<file path="src/rtl/fetch_stage_if.sv">
// Handshake bundle between the fetch stage, instruction memory and decode.
// The master modport is the fetch stage; slave is the memory/decode environment.
interface fetch_stage_if;
  logic        imem_req;
  logic [31:0] imem_addr;
  logic        imem_ready;
  logic [31:0] imem_rdata;
  logic        stall_d;
  logic        redirect;
  logic [31:0] redirect_pc;
  logic [31:0] instr_d;
  logic [31:0] pc_plus4_d;
  logic        valid_d;

  modport master (
    output imem_req, imem_addr, instr_d, pc_plus4_d, valid_d,
    input  imem_ready, imem_rdata, stall_d, redirect, redirect_pc
  );

  modport slave (
    input  imem_req, imem_addr, instr_d, pc_plus4_d, valid_d,
    output imem_ready, imem_rdata, stall_d, redirect, redirect_pc
  );
endinterface

</file>
<file path="src/rtl/fetch_stage.sv">
// Instruction fetch stage: owns the PC, one-entry skid buffer, IF/ID register, redirect squash.
// Optional build macro FETCH_PERF_CNT_EN adds fetch_count/squash_count outputs.
module fetch_stage #(
  parameter logic [31:0] RESET_PC = 32'h0000_0000
) (
  input  logic          clk,
  input  logic          rst_n,
  fetch_stage_if.master bus
`ifdef FETCH_PERF_CNT_EN
  ,
  output logic [31:0]   fetch_count,
  output logic [31:0]   squash_count
`endif
);

  typedef enum logic [1:0] {
    IDLE  = 2'd0,
    FETCH = 2'd1,
    HOLD  = 2'd2,
    DRAIN = 2'd3
  } state_t;

  localparam logic [31:0] RESET_PC_W = RESET_PC & 32'hFFFF_FFFC;

  state_t      state_r;
  logic        req_r;
  logic [31:0] pc_r;
  logic [31:0] target_r;
  logic [31:0] instr_r;
  logic [31:0] pc4_r;
  logic        valid_r;
  logic [31:0] skid_instr_r;
  logic [31:0] skid_pc4_r;

  logic        hs_s;
  logic [31:0] redirect_tgt_s;
  logic [31:0] pc_inc_s;

  // Handshake detect, aligned redirect target and wrapping PC increment
  always_comb begin
    hs_s           = req_r & bus.imem_ready;
    redirect_tgt_s = bus.redirect_pc & 32'hFFFF_FFFC;
    pc_inc_s       = pc_r + 32'd4;
  end

  // Sequencer, PC, skid buffer and IF/ID register; redirect outranks stall everywhere
  always_ff @(posedge clk or negedge rst_n) begin
    if (!rst_n) begin
      state_r      <= IDLE;
      req_r        <= 1'b0;
      pc_r         <= RESET_PC_W;
      target_r     <= 32'd0;
      instr_r      <= 32'd0;
      pc4_r        <= 32'd0;
      valid_r      <= 1'b0;
      skid_instr_r <= 32'd0;
      skid_pc4_r   <= 32'd0;
    end else begin
      case (state_r)
        IDLE: begin
          if (bus.redirect) begin
            pc_r <= redirect_tgt_s;
          end
          state_r <= FETCH;
          req_r   <= 1'b1;
        end
        FETCH: begin
          if (bus.redirect) begin
            valid_r <= 1'b0;
            if (hs_s) begin
              pc_r <= redirect_tgt_s;
            end else begin
              // request is still in flight: let it finish on the old address
              target_r <= redirect_tgt_s;
              state_r  <= DRAIN;
            end
          end else if (hs_s) begin
            if (bus.stall_d) begin
              skid_instr_r <= bus.imem_rdata;
              skid_pc4_r   <= pc_inc_s;
              state_r      <= HOLD;
              req_r        <= 1'b0;
            end else begin
              instr_r <= bus.imem_rdata;
              pc4_r   <= pc_inc_s;
              valid_r <= 1'b1;
              pc_r    <= pc_inc_s;
            end
          end else if (!bus.stall_d) begin
            valid_r <= 1'b0;
          end
        end
        HOLD: begin
          if (bus.redirect) begin
            valid_r <= 1'b0;
            pc_r    <= redirect_tgt_s;
            state_r <= FETCH;
            req_r   <= 1'b1;
          end else if (!bus.stall_d) begin
            instr_r <= skid_instr_r;
            pc4_r   <= skid_pc4_r;
            valid_r <= 1'b1;
            pc_r    <= skid_pc4_r;
            state_r <= FETCH;
            req_r   <= 1'b1;
          end
        end
        DRAIN: begin
          if (bus.redirect) begin
            target_r <= redirect_tgt_s;
            valid_r  <= 1'b0;
          end else if (hs_s) begin
            pc_r    <= target_r;
            state_r <= FETCH;
          end
        end
        default: begin
          state_r <= IDLE;
          req_r   <= 1'b0;
          valid_r <= 1'b0;
        end
      endcase
    end
  end

  assign bus.imem_req   = req_r;
  assign bus.imem_addr  = pc_r;
  assign bus.instr_d    = instr_r;
  assign bus.pc_plus4_d = pc4_r;
  assign bus.valid_d    = valid_r;

`ifdef FETCH_PERF_CNT_EN
  logic        squash_s;
  logic [31:0] fetch_cnt_r;
  logic [31:0] squash_cnt_r;

  // A squash is any completed fetch or skid entry whose instruction never reaches decode
  always_comb begin
    squash_s = 1'b0;
    case (state_r)
      FETCH:   squash_s = hs_s & bus.redirect;
      HOLD:    squash_s = bus.redirect;
      DRAIN:   squash_s = hs_s;
      default: squash_s = 1'b0;
    endcase
  end

  // Wrapping performance counters
  always_ff @(posedge clk or negedge rst_n) begin
    if (!rst_n) begin
      fetch_cnt_r  <= 32'd0;
      squash_cnt_r <= 32'd0;
    end else begin
      if (hs_s) begin
        fetch_cnt_r <= fetch_cnt_r + 32'd1;
      end
      if (squash_s) begin
        squash_cnt_r <= squash_cnt_r + 32'd1;
      end
    end
  end

  assign fetch_count  = fetch_cnt_r;
  assign squash_count = squash_cnt_r;
`endif

endmodule

</file>
<file path="src/flat_wrapper.sv">
// flat-port wrapper written by rule: the top's interface ports become plain ports
module fetch_stage_flat 
#(
  parameter logic [31:0] RESET_PC = 32'h0000_0000
)
  (clk, rst_n, bus_imem_req, bus_imem_addr, bus_instr_d, bus_pc_plus4_d, bus_valid_d, bus_imem_ready, bus_imem_rdata, bus_stall_d, bus_redirect, bus_redirect_pc);
  fetch_stage_if bus_i ();
  input  logic clk;
  input  logic rst_n;
  output wire logic [$bits(bus_i.imem_req)-1:0] bus_imem_req;
  output wire logic [$bits(bus_i.imem_addr)-1:0] bus_imem_addr;
  output wire logic [$bits(bus_i.instr_d)-1:0] bus_instr_d;
  output wire logic [$bits(bus_i.pc_plus4_d)-1:0] bus_pc_plus4_d;
  output wire logic [$bits(bus_i.valid_d)-1:0] bus_valid_d;
  input wire logic [$bits(bus_i.imem_ready)-1:0] bus_imem_ready;
  input wire logic [$bits(bus_i.imem_rdata)-1:0] bus_imem_rdata;
  input wire logic [$bits(bus_i.stall_d)-1:0] bus_stall_d;
  input wire logic [$bits(bus_i.redirect)-1:0] bus_redirect;
  input wire logic [$bits(bus_i.redirect_pc)-1:0] bus_redirect_pc;
  assign bus_imem_req = bus_i.imem_req;
  assign bus_imem_addr = bus_i.imem_addr;
  assign bus_instr_d = bus_i.instr_d;
  assign bus_pc_plus4_d = bus_i.pc_plus4_d;
  assign bus_valid_d = bus_i.valid_d;
  assign bus_i.imem_ready = bus_imem_ready;
  assign bus_i.imem_rdata = bus_imem_rdata;
  assign bus_i.stall_d = bus_stall_d;
  assign bus_i.redirect = bus_redirect;
  assign bus_i.redirect_pc = bus_redirect_pc;
  fetch_stage #(.RESET_PC(RESET_PC)) u_core (.clk(clk), .rst_n(rst_n), .bus(bus_i));
endmodule
</file>
<file path="config.mk">
export PLATFORM = sky130hd
export DESIGN_NAME = fetch_stage_flat
export DESIGN_NICKNAME = d
export VERILOG_FILES = /design/src/rtl/fetch_stage_if.sv /design/src/rtl/fetch_stage.sv /design/src/flat_wrapper.sv
export SDC_FILE = /design/constraint.sdc
export NUM_CORES = 1
export LEC_CHECK = 0
export BUFFER_PORTS_ARGS = -buffer_cell sky130_fd_sc_hd__buf_4
export CORE_MARGIN = 2
export CORE_UTILIZATION = 25
export CTS_BUF_LIST = sky130_fd_sc_hd__clkbuf_16
export CTS_CLUSTER_SIZE = 10
export DETAILED_ROUTE_END_ITERATION = 10
export GPL_TIMING_DRIVEN = 1
export SLEW_MARGIN = 10
export SYNTH_ARGS = -nofsm -noshare
export SYNTH_HDL_FRONTEND = slang
export SYNTH_SLANG_ARGS = --single-unit
</file>
<file path="constraint.sdc">
create_clock -name clk -period 2.85 [get_ports clk]
set_input_delay 0.285 -clock clk [delete_from_list [all_inputs] [get_ports clk]]
set_output_delay 0.285 -clock clk [all_outputs]
set_load 0.01 [all_outputs]
</file>
==> results.cfg, run 1 <==
[power]
total_leakage_power_uw = 0.00557
vdd_drop_max_v = 0.000413
p_clk_share_pct = 24.8
power.switching_uw = 3620
pwr-share-comb_pct = 30.6
power_frac_seq_pct = 44.6
power.density_nw_per_um2 = 820
internal-power_uw = 6540
p_sw_share_pct = 35.6

[final_layout]
nets = 1337
area_delta_synth_final_pct = 25.1
fillers = 4092
stdcell_count = 1802
multi_input_area_sq_um = 4670
regArea_sq_um = 4860
drive_above_1_share_pct = 22.0
final_common_cell = nand2_1
mostFrequentLayoutCells = nand2_1, buf_4, dfrtp_1, o21ai_0, nor2_1

[synthesis]
ys.flop_type = dfrtp_1
postSynthAreaPerCell_sq_um = 8.69
synthCells = 1140
synth_area_sq_um = 9910
synth.net_count = 1210
yosys.cell_types.count = 64
async_reset_ff_share_pct = 100
ys_ff_latch = 194
synth-seq-area-share_pct = 49.0
synth_edf_count = 0
yosysWarnings = 0

[hold_path]
hold_path_class = in2reg

[global_route]
gr-usage-all-layers_pct = 16.0
grt_pass1_wl_mm = 50.9
use_met3_pct = 3.60
gr-usage-met1_pct = 22.1
globalRouteOverflowTotal = 0
grt_max_degree = 64
antenna_found_initial = 4
grt-busiest-layer = met2
gr-usage-met2_pct = 24.8
grt_pass1_vias = 8453

[floorplanning]
die_w_microns = 203
core_area_sq_um = 38900
io_pins = 167
initial_core_util_pct = 25.5
die_area_sq_um = 41300
die_h_microns = 203
rows = 72

[sta]
setup_viol = 0
setup-tns-final_ns = 0
skew_ns = 0.0199
drv_slew = 0
final_min_period_over_clock_period_pct = 87.8
hold_viol = 0
tightestPinTransition_ns = 0.897
layout_min_cycle_time_ns = 2.50
max_slew_margin_pct = 40.2
fmax_ghz = 0.400
rsz0062_at_grt = no
timing.hold.ws_ns = 0.0353

[placement]
gp_congestion = 0.863
portBuffers = 164
hpwl_mm = 22.5
post-place-cells = 1765

[cts]
clk_pin_slew_ns = 0.07
cts_setup_buffers = 0
clk-insertion-delay-late_ns = 0.45
cts_buffer_depth = 2
ctsRootBufferMaster = clkbuf_16
cts_tree = yes
clock-sinks = 194
htreeDepth = 4
cts_buffers = 17

[job]
maxCapViolations = 0

[worst_setup_path]
path_cells = buf_4, nand2b_2, buf_4, a21boi_4, nand2_1, nor2_1, a221o_1
crit_fanout = 63
cp.buffers_inverters = 2
crit_slowest_cell = buf_4
worst-setup-path-type = reg2reg
cp_common_cell = buf_4
cp.required_ns = 3.18
cp-end-kind = register
crit_family = buffers and inverters
cp.arrival_ns = 2.83
max_stage_delay_ns = 0.66
start_kind = register

[detailed_routing]
drt_pass1_iterations = 5
wl_per_cell_microns = 18.2
num_vias = 8971
drtIter0Drc = 696
drc = 0
antenna_left = 0
routed_wl_mm = 32.7
vias_per_cell = 4.98

[outcome]
outcome = completed
area by class of cell:
| type | count | share of cell area [%] |
|---|---|---|
| Sequential cell | 194 | 39.2 |
| Tap cell | 518 | 5.23 |
| Clock inverter | 15 | 1.34 |
| Clock buffer | 17 | 3.43 |
| Multi-Input combinational cell | 837 | 37.7 |
| Inverter | 19 | 0.575 |
| Antenna cell | 4 | 0.0807 |
| Timing Repair Buffer | 198 | 12.5 |
logic make-up after synthesis:
family	share of synthesized area (%)
AOI/OAI and AO/OA	18.3
buffers and inverters	4.27
and+or+nand+nor	22.4
xor gates and xnor gates	2.12
DFF	49.0
muxes	3.81
adders and majority gates	0.126
worst register-to-register path, stage by stage (launching register included):
cell	delay, ns
dfrtp_2	0.45
buf_4	0.21
nand2b_2	0.09
buf_4	0.66
a21boi_4	0.13
nand2_1	0.42
nor2_1	0.09
a221o_1	0.35
stage by stage:
stage | util (%) | power, uW | setup slack [ns] | cell area (sq um)
after global routing | 31.9 | 10800 | 0.229 | 12400
after detailed placement | 30.3 | 7730 | 0.397 | 11800
after CTS | 31.8 | 10300 | 0.389 | 12400
after global placement | 30.3 | 7650 | 0.429 | 11800
final | 31.9 | 10200 | 0.348 | 12400
after floorplan | - | 5950 | 0.561 | 9910
power by group through the flow:
stage | combinational (uW) | clock, uW | sequential [uW]
floorplan | 1380 | 0 | 4570
global placement | 3120 | 0 | 4530
detailed placement | 3160 | 0 | 4570
CTS | 3170 | 2580 | 4520
global route | 3480 | 2680 | 4670
finish | 3110 | 2520 | 4530
synth_stat cells, drive strengths merged (5+ instances only):
cell    number  share of area (%)
nand2      251                9.5
dfrtp      194                 49
o21ai      101                5.1
nor2        82                3.1
clkbuf      80                3.1
a21oi       45                2.3
a31oi       44                2.8
nand3       37                2.0
mux2        30                3.4
nand2b      22                1.4
o22ai       21                1.3
inv         19               0.72
nand4       17                1.2
xnor2       17                1.5
and3        14               0.88
nor3        14               0.71
nor4        12               0.88
buf         10               0.49
nor2b       10               0.63
o221ai      10               0.88
o31a        10               0.88
or2          9               0.57
o22a         8               0.71
a21o         7               0.53
xor2         7               0.62
o211ai       6               0.45
a21boi       5               0.38
flip-flops by register name, indices dropped and copies added, names as in the netlist:
name and cells:
u_core.bus.valid_d 1, u_core.bus.imem_req 1, u_core.skid_instr_r 32, u_core.bus.instr_d 32, u_core.bus.imem_addr 32, u_core.bus.pc_plus4_d 32, u_core.target_r 30, u_core.skid_pc4_r 32
u_core.state_r 2
final timing paths:
path	startpoint	endpoint	slack [ns]	cells past startpoint
setup / recovery	u_core.state_r[1]$_DFFE_PN0P_	u_core.bus.imem_addr[29]$_DFFE_PN0P_	0.35	7
hold / removal	bus_imem_rdata[15]	u_core.skid_instr_r[15]$_DFFE_PN0P_	0.04	3
setup reg to reg	u_core.state_r[1]$_DFFE_PN0P_	u_core.bus.imem_addr[29]$_DFFE_PN0P_	0.35	7
hold reg to reg	u_core.skid_instr_r[25]$_DFFE_PN0P_	u_core.skid_instr_r[25]$_DFFE_PN0P_	0.48	2
max in group asynchronous	rst_n	u_core.bus.imem_addr[3]$_DFFE_PN0P_	1.72	3
min in group asynchronous	rst_n	u_core.skid_instr_r[28]$_DFFE_PN0P_	0.38	2
layer usage:
metal | vias to the layer above | wire length (microns)
li1 | 4252 | -
met1 | 4349 | 14800
met2 | 342 | 15100
met3 | 28 | 2420
met4 | 0 | 468
met5 | - | 0
timing repair:
item                                    in CTS  in global routing
endpoints found under the hold margin       53                  0
endpoints found under the setup margin       0                  0
hold buffers                                 1                  0
gates resized for setup                      0                  0
Note: power is estimated with default switching activity, not from simulation.
==> run 2, diff against run 1 <==
--- a/config.mk
+++ b/config.mk
@@ -8,9 +8,10 @@
 export BUFFER_PORTS_ARGS = -buffer_cell sky130_fd_sc_hd__buf_4
 export CORE_MARGIN = 2
-export CORE_UTILIZATION = 25
+export CORE_UTILIZATION = 30
 export CTS_BUF_LIST = sky130_fd_sc_hd__clkbuf_16
 export CTS_CLUSTER_SIZE = 10
 export DETAILED_ROUTE_END_ITERATION = 10
 export GPL_TIMING_DRIVEN = 1
+export HOLD_SLACK_MARGIN = 0.05
 export SLEW_MARGIN = 10
 export SYNTH_ARGS = -nofsm -noshare
==> constraint.sdc (replaced) <==
create_clock -name clk -period 2.85 [get_ports clk]
set_input_delay 0.1425 -clock clk [delete_from_list [all_inputs] [get_ports clk]]
set_output_delay 0.1425 -clock clk [all_outputs]
set_load 0.01 [all_outputs]
==> run 2 against run 1 <==
Combinational power rose by 4%. Sequential power about the same. Total power about the same. Critical path depth decreased by 1. Clock skew down 0.0082 ns. Critical path type unchanged. Critical endpoint is now u_core.bus.imem_addr[26]$_DFFE_PN0P_.
==> results.cfg, run 2 (same netlist as run 1, synthesis figures left out) <==
[outcome]
outcome = completed

[global_route]
gr-usage-all-layers_pct = 19.1
grt_pass1_vias = 8756
globalRouteOverflowTotal = 0
grt_pass1_wl_mm = 50.9
antenna_found_initial = 2
grt_max_degree = 77

[detailed_routing]
drc = 0
drtIter0Drc = 711
drt_pass1_iterations = 5
vias_per_cell = 5.11
num_vias = 9152
routed_wl_mm = 32.4
wl_per_cell_microns = 18.1
antenna_left = 0

[floorplanning]
die_area_sq_um = 34500
core_area_sq_um = 32500
rows = 66
io_pins = 167
die_w_microns = 186
initial_core_util_pct = 30.5
die_h_microns = 186

[final_layout]
drive_above_1_share_pct = 21.4
stdcell_count = 1790
final_common_cell = nand2_1
area_delta_synth_final_pct = 30.7
mostFrequentLayoutCells = nand2_1, buf_4, dfrtp_1, o21ai_0, nor2_1
nets = 1404
fillers = 3307

[power]
power.density_nw_per_um2 = 784
vdd_drop_max_v = 0.000435
total_leakage_power_uw = 0.00585

[worst_setup_path]
crit_family = simple AND/OR/NAND/NOR gates
cp_common_cell = or3_1
cp.required_ns = 3.23
cp.buffers_inverters = 0
start_kind = register
path_cells = ha_1, nand4_2, or3_1, or3_1, o31a_1, o22ai_1
worst-setup-path-type = reg2reg
max_stage_delay_ns = 0.49
cp.arrival_ns = 2.84
crit_slowest_cell = or3_1
cp-end-kind = register
crit_fanout = 9

[cts]
cts_buffer_depth = 2
clk-insertion-delay-late_ns = 0.45
clock-sinks = 194
cts-resized-gates = 0
htreeDepth = 4
ctsRootBufferMaster = clkbuf_16
cts_buffers = 17
cts_tree = yes
clk_pin_slew_ns = 0.08

[sta]
drv_slew = 0
setup_viol = 0
max_slew_margin_pct = 30.1
hold_viol = 0
setup-tns-final_ns = 0
timing.final.ws_setup_ns = 0.383
final_min_period_over_clock_period_pct = 86.6
skew_ns = 0.0117
timing.hold.ws_ns = 0.103
rsz0062_at_grt = no
tightestPinTransition_ns = 1.05
fmax_ghz = 0.405
layout_min_cycle_time_ns = 2.47

[placement]
hpwl_mm = 21.7
portBuffers = 164
gp_congestion = 0.879
post-place-cells = 1693
pre_cts_ws_ns = 0.421

[hold_path]
hold_path_class = in2reg

[job]
maxCapViolations = 0
==> run 2: path summary, 6_finish.rpt <==
path | end | cells after the start | from | slack [ns]
setup / recovery | u_core.bus.imem_addr[26]$_DFFE_PN0P_ | 6 | u_core.bus.imem_addr[2]$_DFFE_PN0P_ | 0.38
hold / removal | u_core.bus.valid_d$_DFFE_PN0P_ | 4 | bus_stall_d | 0.10
setup reg to reg | u_core.bus.imem_addr[26]$_DFFE_PN0P_ | 6 | u_core.bus.imem_addr[2]$_DFFE_PN0P_ | 0.38
hold reg to reg | u_core.skid_instr_r[15]$_DFFE_PN0P_ | 2 | u_core.skid_instr_r[15]$_DFFE_PN0P_ | 0.48
max in group asynchronous | u_core.bus.pc_plus4_d[17]$_DFFE_PN0P_ | 3 | rst_n | 1.69
min in group asynchronous | u_core.skid_instr_r[28]$_DFFE_PN0P_ | 2 | rst_n | 0.28
==> run 2: final cells by class <==
| type | count | area (sq um) | area share [%] |
|---|---|---|---|
| sequential | 194 | 4860 | 37.5 |
| multi-input combinational | 837 | 4690 | 36.2 |
| timing repair buffer | 265 | 2210 | 17.0 |
| tap | 442 | 553 | 4.27 |
| clock buffer | 17 | 425 | 3.28 |
| clock inverter | 15 | 150 | 1.16 |
| inverter | 19 | 71.3 | 0.551 |
| antenna | 1 | 2.50 | 0.0193 |
==> run 2: worst min-delay path, delay by kind of cell <==
family / cells / cell delay, ns
AO/OA/AOI/OAI: 2 / 0.16
buffers and inverters: 1 / 0.13
AND/OR/NAND/NOR: 1 / 0.07
==> run 2: routing by layer <==
metal	vias up	GRT usage [%]	share of wire [%]
li1	4392	-	-
met1	4396	26.0	46
met2	330	30.5	46
met3	34	3.87	6.5
met4	0	5.83	1.5
met5	-	0	0
==> run 2: where the power goes <==
part,switching [uW],internal [uW],total [uW]
Clock,1200,1240,2430
Sequential,860,3640,4500
Combinational,1620,1600,3230
==> run 2: what timing repair did <==
action	in CTS	in global routing
endpoints found under the hold margin	177	0
setup buffers	0	0
hold buffers	64	0
==> run 2: metrics by stage <==
stage / cell area [sq um] / power, uW / utilization (%)
6_report: 13000 / 10200 / 39.8
5_1_grt: 13000 / 10800 / 39.8
4_1_cts: 12900 / 10200 / 39.8
3_5_place_dp: 11700 / 7710 / 36.1
3_3_place_gp: 11700 / 7640 / 36.1
2_1_floorplan: 9910 / 5950 / -
